`src/rtl/wb_arbiter_pkg.sv`:
```
// Shared register-file widths, constants and helpers for the write-back arbiter.
// Also holds the round-robin side encoding used by wb_arbiter.
package wb_arbiter_pkg;

    localparam int RegAddrWidth = 5;
    localparam int RegWidth     = 32;
    localparam int RegNum       = 1 << RegAddrWidth;

    typedef logic [RegAddrWidth-1:0] RegAddrBus;
    typedef logic [RegWidth-1:0]     RegBus;

    localparam logic      WriteEnable  = 1'b1;
    localparam logic      WriteDisable = 1'b0;
    localparam RegBus     ZeroWord     = '0;
    localparam RegAddrBus ZeroAddr     = '0;

    typedef enum logic {
        RR_ALU = 1'b0,
        RR_LSU = 1'b1
    } rr_e;

    function automatic logic [RegNum-1:0] reg_onehot(input RegAddrBus addr);
        logic [RegNum-1:0] mask;
        mask       = '0;
        mask[addr] = 1'b1;
        return mask;
    endfunction

endpackage

```
`src/rtl/wb_fifo.sv`:
```
// Per-requester write buffer: DEPTH-entry circular FIFO of (register, value) pairs.
// Exposes per-slot valid bits and addresses so the arbiter can build the busy mask.
module wb_fifo
    import wb_arbiter_pkg::*;
#(
    parameter int DEPTH = 2
) (
    input  logic                     clk,
    input  logic                     rst,
    input  logic                     push,
    input  logic                     pop,
    input  RegAddrBus                push_addr,
    input  RegBus                    push_data,
    output logic [$clog2(DEPTH):0]   count,
    output logic                     full,
    output logic                     empty,
    output RegAddrBus                head_addr,
    output RegBus                    head_data,
    output logic [DEPTH-1:0]         entry_valid,
    output RegAddrBus                entry_addr [DEPTH]
);

    localparam int PW = $clog2(DEPTH);
    localparam logic [PW:0] FullCount = (PW+1)'(DEPTH);

    RegAddrBus       addr_mem [DEPTH];
    RegBus           data_mem [DEPTH];
    logic [PW-1:0]   wr_ptr;
    logic [PW-1:0]   rd_ptr;
    logic [PW-1:0]   offset;

    // DEPTH is a power of two, so the pointers wrap naturally.
    always_ff @(posedge clk or negedge rst) begin
        if (!rst) begin
            count  <= '0;
            wr_ptr <= '0;
            rd_ptr <= '0;
        end else begin
            if (push) wr_ptr <= wr_ptr + 1'b1;
            if (pop)  rd_ptr <= rd_ptr + 1'b1;
            case ({push, pop})
                2'b10:   count <= count + 1'b1;
                2'b01:   count <= count - 1'b1;
                default: count <= count;
            endcase
        end
    end

    always_ff @(posedge clk) begin
        if (push) begin
            addr_mem[wr_ptr] <= push_addr;
            data_mem[wr_ptr] <= push_data;
        end
    end

    // A slot is live when its distance from the read pointer is below count.
    always_comb begin
        entry_valid = '0;
        offset      = '0;
        for (int i = 0; i < DEPTH; i++) begin
            offset         = PW'(i) - rd_ptr;
            entry_valid[i] = ({1'b0, offset} < count);
        end
    end

    assign full       = (count == FullCount);
    assign empty      = (count == '0);
    assign head_addr  = addr_mem[rd_ptr];
    assign head_data  = data_mem[rd_ptr];
    assign entry_addr = addr_mem;

endmodule

```
`src/rtl/wb_arbiter.sv`:
```
// Write-back arbiter: buffers ALU and LSU register writes and merges them
// round-robin onto the single register-file write port.
module wb_arbiter
    import wb_arbiter_pkg::*;
#(
    parameter int DEPTH = 2
) (
    input  logic              clk,
    input  logic              rst,
    input  logic              rdy,
    input  logic              alu_valid,
    output logic              alu_ready,
    input  RegAddrBus         alu_waddr,
    input  RegBus             alu_wdata,
    input  logic              lsu_valid,
    output logic              lsu_ready,
    input  RegAddrBus         lsu_waddr,
    input  RegBus             lsu_wdata,
    output logic              we,
    output RegAddrBus         waddr,
    output RegBus             wdata,
    output logic [RegNum-1:0] busy_mask
);

    localparam int CW = $clog2(DEPTH) + 1;
    localparam logic [CW-1:0] FullCount = CW'(DEPTH);

    logic [CW-1:0]   alu_count, lsu_count;
    logic            alu_full, lsu_full, alu_empty, lsu_empty;
    RegAddrBus       alu_head_addr, lsu_head_addr;
    RegBus           alu_head_data, lsu_head_data;
    logic [DEPTH-1:0] alu_entry_valid, lsu_entry_valid;
    RegAddrBus       alu_entry_addr [DEPTH];
    RegAddrBus       lsu_entry_addr [DEPTH];
    logic            alu_push, lsu_push, alu_pop, lsu_pop;
    rr_e             rr;
    logic [RegNum-1:0] mask;

    assign alu_ready = rst && (alu_count < FullCount);
    assign lsu_ready = rst && (lsu_count < FullCount);

    // Writes to x0 complete the handshake but are never buffered.
    assign alu_push = alu_valid && alu_ready && rdy && !alu_full && (alu_waddr != ZeroAddr);
    assign lsu_push = lsu_valid && lsu_ready && rdy && !lsu_full && (lsu_waddr != ZeroAddr);

    assign alu_pop = rdy && !alu_empty && (lsu_empty || rr == RR_ALU);
    assign lsu_pop = rdy && !lsu_empty && !alu_pop;

    wb_fifo #(.DEPTH(DEPTH)) u_alu_fifo (
        .clk        (clk),
        .rst        (rst),
        .push       (alu_push),
        .pop        (alu_pop),
        .push_addr  (alu_waddr),
        .push_data  (alu_wdata),
        .count      (alu_count),
        .full       (alu_full),
        .empty      (alu_empty),
        .head_addr  (alu_head_addr),
        .head_data  (alu_head_data),
        .entry_valid(alu_entry_valid),
        .entry_addr (alu_entry_addr)
    );

    wb_fifo #(.DEPTH(DEPTH)) u_lsu_fifo (
        .clk        (clk),
        .rst        (rst),
        .push       (lsu_push),
        .pop        (lsu_pop),
        .push_addr  (lsu_waddr),
        .push_data  (lsu_wdata),
        .count      (lsu_count),
        .full       (lsu_full),
        .empty      (lsu_empty),
        .head_addr  (lsu_head_addr),
        .head_data  (lsu_head_data),
        .entry_valid(lsu_entry_valid),
        .entry_addr (lsu_entry_addr)
    );

    // After any pop, priority passes to the side that was not served.
    always_ff @(posedge clk or negedge rst) begin
        if (!rst) begin
            rr    <= RR_ALU;
            we    <= WriteDisable;
            waddr <= ZeroAddr;
            wdata <= ZeroWord;
        end else if (!rdy) begin
            we <= WriteDisable;
        end else if (alu_pop) begin
            rr    <= RR_LSU;
            we    <= WriteEnable;
            waddr <= alu_head_addr;
            wdata <= alu_head_data;
        end else if (lsu_pop) begin
            rr    <= RR_ALU;
            we    <= WriteEnable;
            waddr <= lsu_head_addr;
            wdata <= lsu_head_data;
        end else begin
            we <= WriteDisable;
        end
    end

    always_comb begin
        mask = '0;
        for (int i = 0; i < DEPTH; i++) begin
            if (alu_entry_valid[i]) mask = mask | reg_onehot(alu_entry_addr[i]);
            if (lsu_entry_valid[i]) mask = mask | reg_onehot(lsu_entry_addr[i]);
        end
        if (we) mask = mask | reg_onehot(waddr);
        mask[0]   = 1'b0;
        busy_mask = rst ? mask : '0;
    end

endmodule

```
`config.mk`:
```
export PLATFORM = sky130hd
export DESIGN_NAME = wb_arbiter
export DESIGN_NICKNAME = d
export VERILOG_FILES = /design/src/rtl/wb_arbiter_pkg.sv /design/src/rtl/wb_fifo.sv /design/src/rtl/wb_arbiter.sv
export SDC_FILE = /design/constraint.sdc
export NUM_CORES = 1
export LEC_CHECK = 0
export BUFFER_PORTS_ARGS = -buffer_cell sky130_fd_sc_hd__buf_2
export CAP_MARGIN = 20
export CORE_ASPECT_RATIO = 1.5
export CORE_MARGIN = 2
export CORE_UTILIZATION = 51
export CTS_CLUSTER_DIAMETER = 80
export DETAILED_ROUTE_END_ITERATION = 8
export GPL_ROUTABILITY_DRIVEN = 0
export GPL_TIMING_DRIVEN = 0
export HOLD_SLACK_MARGIN = 0.15
export PLACE_DENSITY_LB_ADDON = 0.3
export SLEW_MARGIN = 0
export SYNTH_ARGS = -nofsm -noshare
export SYNTH_HDL_FRONTEND = slang
export SYNTH_SLANG_ARGS = --single-unit
```
`constraint.sdc`:
```
create_clock -name clk -period 4.1 [get_ports clk]
set_input_delay 1.23 -clock clk [delete_from_list [all_inputs] [get_ports clk]]
set_output_delay 1.23 -clock clk [all_outputs]
set_load 0.03 [all_outputs]
```
==> results of run 1 <==
==> cell usage after synthesis <==
cell type and n:
a21o_1 1, a21o_2 1, a21o_4 1, and2b_2 1, and3_2 1, buf_1 2
buf_2 9, buf_4 4, buf_6 5, clkbuf_1 23, conb_1 1, dfrtp_1 47
edfxtp_1 148, ha_1 2, inv_1 4, mux2_2 1, mux2_4 36, mux2i_1 74
nand2_1 50, nand3_1 8, nand3b_1 21, nor2_1 48, nor2b_1 7, nor3b_1 2
nor4_1 3, o211ai_1 1, o211ai_2 1, o21ai_0 1, o21ai_1 38, o21ai_2 7
o22ai_1 61, o31a_1 30, o31ai_4 1, o41a_1 1, or2_4 1, or3_1 4
or3b_1 2, or3b_2 6, or4_1 2, xnor2_1 7, xor2_1 3
==> state kept, by name (all words and copies together), names as in the netlist, 2 cells and up <==
name / count
u_alu_fifo.data_mem: 64
u_lsu_fifo.data_mem: 64
wdata: 32
u_alu_fifo.entry_addr: 10
u_lsu_fifo.entry_addr: 10
waddr: 5
u_alu_fifo.count: 2
u_lsu_fifo.count: 2
==> power by group through the flow <==
stage / clock network (mW) / logic [mW] / registers [mW]
4_1_cts: 1.71 / 2.71 / 2.64
5_1_grt: 1.79 / 2.88 / 2.68
6_report: 1.69 / 2.73 / 2.64
2_1_floorplan: 0 / 1.59 / 3.01
3_3_place_gp: 0 / 2.58 / 2.67
3_5_place_dp: 0 / 2.70 / 2.68
==> worst max-delay path by stage <==
stage,startpoint,to,cells after the start
after global placement,rst,u_alu_fifo.data_mem[1][1]$_DFFE_PP_,6
final,rst,busy_mask[1],5
after CTS,rst,busy_mask[15],5
after global routing,rst,busy_mask[6],5
after floorplan,rst,u_alu_fifo.data_mem[0][0]$_DFFE_PP_,5
after detailed placement,rst,busy_mask[15],5
==> routing by layer <==
metal  global-route usage  part of all wire  up-vias
li1                     -                 -     2902
met4               0.1198             0.052        0
met1               0.3015              0.35     3237
met2               0.4775              0.52      455
met3              0.04913             0.072      144
met5                    0                 0        -
==> metrics by stage <==
| stage | TNS, ns | power [mW] | util | worst slack (ns) | instances |
|---|---|---|---|---|---|
| CTS | 0 | 7.064 | 0.6228 | 0.02721 | 1065 |
| global route | -1.997 | 7.349 | 0.6236 | -0.1369 | 1068 |
| detailed placement | -3.354 | 5.377 | 0.5874 | -0.1791 | 1033 |
| floorplan | 0 | 4.598 | - | 0.2716 | 666 |
| finish | 0 | 7.061 | 0.6236 | 0.008412 | 1068 |
| global placement | -330.90 | 5.247 | 0.5790 | -2.203 | 1028 |
==> kinds of logic after synthesis <==
kind of cell             after synthesis  synth area share
adder cells (fa/ha/maj)                2          0.002770
buffers and inverters                 47           0.02660
AND/OR/NAND/NOR                      156           0.08616
AO/OA/AOI/OAI                        144            0.1090
other                                  1         0.0004152
flip-flops                           195            0.6222
XOR/XNOR                              10          0.009697
multiplexers                         111            0.1431
==> worst max-delay path, cell delays in order <==
cell and delay, ns:
buf_4 0.33, clkbuf_1 0.34, buf_1 0.48, o31a_1 0.26
buf_2 0.21
==> timing repair <==
item	4_1_cts	5_1_grt
endpoints found under the setup margin	30	30
resized for setup	1	3
buffers inserted	0	0
==> final cells by class <==
type / instances / area [µm²]
fillers: 1343 / 6530
plain buffers: 43 / 226.5
clock buffers: 17 / 425.4
diodes: 2 / 5.005
multi-input cells: 424 / 3202
clock inverters: 15 / 186.4
inverters: 4 / 15.01
well taps: 213 / 266.5
repair buffers: 155 / 870.8
flip-flops and latches: 195 / 5620
==> run_results.csv, run 1 <==
group,metric,value,unit
placement,place_area,10190,µm²
synthesis,synth_fp_nets,747,
layout,final_cell_area,10820,µm²
sta,setup_viol,0,
clock_network,clk_pin_slew_worst_paths,0.08,ns
synthesis,synthTopCellsByArea,"edfxtp_1 49%, dfrtp_1 13%, mux2i_1 8.2%",
sta,period_needed,4.092,ns
layout,finish.net_count,921,
synthesis,yosysSeqAreaShare,0.6222,
hold_path,worst_hold_path.endpoint,"wdata[3]$_DFFE_PN0P_",
sta,worstMarginPinSlew,0.9443,ns
run_status,status,"complete, but fails checks",
clock_network,cts-root-buf,"clkbuf_16",
global_route,antenna_found_initial,2,
power_and_ir_drop,powerDensity,652.7,nW/µm²
clock_network,cts_max_level,4,
setup_path,reg2reg_from,"u_alu_fifo.count[1]$_DFFE_PN0P_",
floorplan,die_h,167.0,µm
synthesis,synthCells,666,
power_and_ir_drop,p_switching,2.665,mW
drt,via_per_inst,6.309,
job,cap_violations,0,
setup_path,cp_data_required_time,2.87,ns
clock_network,clock_latency,0.43,ns
setup_path,reg2reg_depth,5,
sta,hold_viol_final,0,
setup_path,critical_path_class,"in -> out",
layout,final_cell_mix,"157 x buf_2, 148 x edfxtp_1, 74 x mux2i_1",
floorplan,die_w,112.7,µm
floorplan,fp.coreArea,17350,µm²
drt,vias,6738,
layout,drive_gt1_frac,0.3130,
run_status,violations,"DRC",
power_and_ir_drop,ir_worst_vdd,0.0003540,V
floorplan,rows,59,
power_and_ir_drop,cellLeakagePower,4.315,nW
synthesis,syn_area,9032,µm²
hold_path,hold_path_class,"reg -> reg",
synthesis,synth_cell_types,41,
setup_path,cp_max_fo,26,
clock_network,hold_buffers,0,
placement,numPortBuffers,149,
setup_path,endpoint_kind,"primary output",
synthesis,yosysTopAreaCellShare,0.4920,
floorplan,io_pins,151,
drt,drc_errors,5,
drt,dr.pass1.iters,9,
sta,fmax,0.2444,GHz
global_route,grt_max_degree,30,
setup_path,cp-start-kind,"input port",
sta,relSlewSlack,0.3705,
global_route,grt_pass1_wl,38290,µm
sta,period_share,0.9979,
global_route,grt_pass1_vias,7016,
clock_network,cts_sinks,195,
synthesis,ys_ff_latch,195,
global_route,grt_overflow,0,
synthesis,yosys.area.top_type,"edfxtp_1",
drt,wl,24460,µm
synthesis,synth.avg_cell_area,13.56,µm²
sta,holdWs,0.4865,ns
sta,rsz0062_at_grt,"yes",
sta,drv_slew,0,
power_and_ir_drop,swShare,0.3775,
drt,dr.first_iter.drc_count,1090,
sta,clock_skew,0.01120,ns
layout,area_delta_synth_final,19.77,%
power_and_ir_drop,p_int,4.395,mW
setup_path,worstPathArrival,2.86,ns
floorplan,dieArea,18810,µm²
clock_network,cts_tree,"built",
hold_path,min_path_cells,2,
drt,antenna_left,0,
synthesis,yosysWarnings,0,
floorplan,start_util,0.5207,
clock_network,cts_buffers,17,
setup_path,rr_endpoint,"u_alu_fifo.data_mem[1][31]$_DFFE_PP_",
layout,layout_commonest_cell,"buf_2",
power_and_ir_drop,clkPwrFrac,0.239,
global_route,grt_usage,0.2648,
drt,wl_per_cell,22.91,µm
setup_path,rrSetupSlack,1.88,ns
hold_path,min-delay-start,"wdata[3]$_DFFE_PN0P_",
power_and_ir_drop,seqPwrFrac,0.374,
clock_network,cts_buffer_depth,2,
placement,dpl.hpwl,16990,µm
power_and_ir_drop,combPwrFrac,0.387,
Note: power is estimated with default switching activity, not from simulation.
==> run 2, diff against run 1 <==
clock period = 4.9 ns   (was 4.1 ns; I/O delays follow)
==> run 2 against run 1 <==
The flow still finishes with violations (DRC). Sequential cell count unchanged. Critical path type unchanged. Global-route usage unchanged. Largest cell class unchanged. Register-to-register slack better by 0.80 ns. Via count down 0.30%. Final cell count unchanged.
==> run_results.csv, run 2 (same netlist as run 1, synthesis figures left out) <==
group,metric,value,unit
run_status,status,"complete, but fails checks",
global_route,grt_pass1_vias,7016,
sta,period_share,0.9587,
clock_network,cts_tree,"built",
placement,numPortBuffers,149,
layout,final_cell_mix,"157 x buf_2, 148 x edfxtp_1, 74 x mux2i_1",
clock_network,cts_max_level,4,
job,cap_violations,0,
sta,setup_slack,0.2025,ns
floorplan,io_pins,151,
floorplan,dieArea,18810,µm²
setup_path,cp-start-kind,"input port",
setup_path,endpoint_kind,"primary output",
global_route,grt_max_degree,30,
drt,wl_per_cell,23.00,µm
drt,wl,24570,µm
layout,finish.net_count,921,
sta,hold_viol_final,0,
layout,reg_top3,"u_alu_fifo.data_mem: 64 flops, u_lsu_fifo.data_mem: 64 flops, wdata: 32 flops",
setup_path,rr_endpoint,"u_alu_fifo.data_mem[1][31]$_DFFE_PP_",
global_route,grt_overflow,0,
layout,area_delta_synth_final,19.75,%
hold_path,hold_path_class,"reg -> reg",
power_and_ir_drop,cellLeakagePower,4.312,nW
sta,setup_viol,0,
power_and_ir_drop,seqPwrFrac,0.374,
clock_network,cts_buffer_depth,2,
setup_path,worstPathArrival,3.23,ns
drt,drc_errors,4,
clock_network,cts_setup_buffers,0,
hold_path,min-delay-start,"wdata[3]$_DFFE_PN0P_",
hold_path,min_path_cells,2,
drt,dr.pass1.iters,9,
setup_path,cp_max_fo,26,
drt,vias,6718,
clock_network,cts_buffers,17,
setup_path,critical_path_class,"in -> out",
sta,fmax,0.2129,GHz
placement,place_inst,1033,
floorplan,die_h,167.0,µm
power_and_ir_drop,p_switching,2.234,mW
sta,drv_slew,0,
run_status,violations,"DRC",
placement,dpl.hpwl,16990,µm
sta,clock_skew,0.01056,ns
drt,via_per_inst,6.290,
setup_path,cp_data_required_time,3.43,ns
power_and_ir_drop,combPwrFrac,0.387,
power_and_ir_drop,swShare,0.3779,
power_and_ir_drop,powerDensity,546.5,nW/µm²
layout,fillers,1342,
sta,relSlewSlack,0.3473,
layout,final_cells,1068,
floorplan,start_util,0.5207,
clock_network,clock_latency,0.43,ns
floorplan,rows,59,
layout,drive_gt1_frac,0.3118,
global_route,grt_pass1_wl,38290,µm
clock_network,cts-root-buf,"clkbuf_16",
drt,dr.first_iter.drc_count,1070,
layout,finish.utilization,0.6235,
power_and_ir_drop,clkPwrFrac,0.239,
floorplan,fp.coreArea,17350,µm²
hold_path,worst_hold_path.endpoint,"wdata[3]$_DFFE_PN0P_",
global_route,antenna_found_initial,2,
sta,rsz0062_at_grt,"no",
power_and_ir_drop,p_int,3.678,mW
sta,period_needed,4.697,ns
clock_network,clk_pin_slew_worst_paths,0.08,ns
clock_network,cts_sinks,195,
sta,worstMarginPinSlew,0.9791,ns
layout,layout_commonest_cell,"buf_2",
drt,antenna_left,0,
setup_path,rrSetupSlack,2.68,ns
floorplan,die_w,112.7,µm
global_route,grt_usage,0.2648,
setup_path,reg2reg_from,"u_alu_fifo.count[1]$_DFFE_PN0P_",
placement,dp_worst_setup_slack,0.1409,ns
power_and_ir_drop,ir_worst_vdd,0.0002963,V
setup_path,reg2reg_depth,5,
-- run 2: metrics by stage --
stage | instance area, µm² | total power, mW | hold WS [ns] | TNS, ns
finish | 10820 | 5.912 | 0.4870 | 0
global route | 10820 | 6.149 | 0.5103 | 0
CTS | 10800 | 5.910 | 0.4948 | 0
detailed placement | 10190 | 4.499 | 0.4744 | 0
global placement | 10040 | 4.391 | 0.4627 | -238.22
floorplan | 9032 | 3.847 | 0.4662 | 0
-- run 2: layout make-up --
class | instances | area, µm² | area share
Multi-Input combinational cell | 424 | 3202 | 0.2960
Inverter | 4 | 15.01 | 0.001388
Buffer | 43 | 225.2 | 0.02082
Clock buffer | 17 | 425.4 | 0.03933
Antenna cell | 2 | 5.005 | 0.0004627
Sequential cell | 195 | 5620 | 0.5196
Timing Repair Buffer | 155 | 870.8 | 0.08051
Clock inverter | 15 | 186.4 | 0.01724
Tap cell | 213 | 266.5 | 0.02464
-- run 2: power groups by stage --
stage | logic, mW | clock network (mW) | registers (mW)
CTS | 2.27 | 1.43 | 2.21
finish | 2.29 | 1.41 | 2.21
global route | 2.41 | 1.50 | 2.24
floorplan | 1.33 | 0 | 2.52
global placement | 2.16 | 0 | 2.23
detailed placement | 2.26 | 0 | 2.24
-- run 2: what timing repair did --
action	4_1_cts	5_1_grt
setup endpoints to repair	0	13
hold buffers	0	0
gates resized for setup	0	2
-- run 2: worst max path at each step --
stage                                          endpoint  start  depth (start not counted)
floorplan           u_alu_fifo.data_mem[0][0]$_DFFE_PP_    rst                          5
global placement    u_alu_fifo.data_mem[1][1]$_DFFE_PP_    rst                          6
detailed placement                        busy_mask[15]    rst                          5
CTS                                       busy_mask[15]    rst                          5
global route                              busy_mask[15]    rst                          5
finish                                    busy_mask[15]    rst                          5
-- run 2: worst max-delay path, cell delays in order --
cell      delay [ns]
clkbuf_4        0.37
clkbuf_1        0.33
buf_1           0.54
o31a_1          0.29
buf_2           0.21
-- run 2: per-layer routing --
layer,vias up,GRT usage,wire [µm]
li1,2901,-,-
met1,3227,0.3015,8668
met2,440,0.4775,12930
met3,150,0.04913,1728
met4,0,0.1198,1239
met5,-,0,0
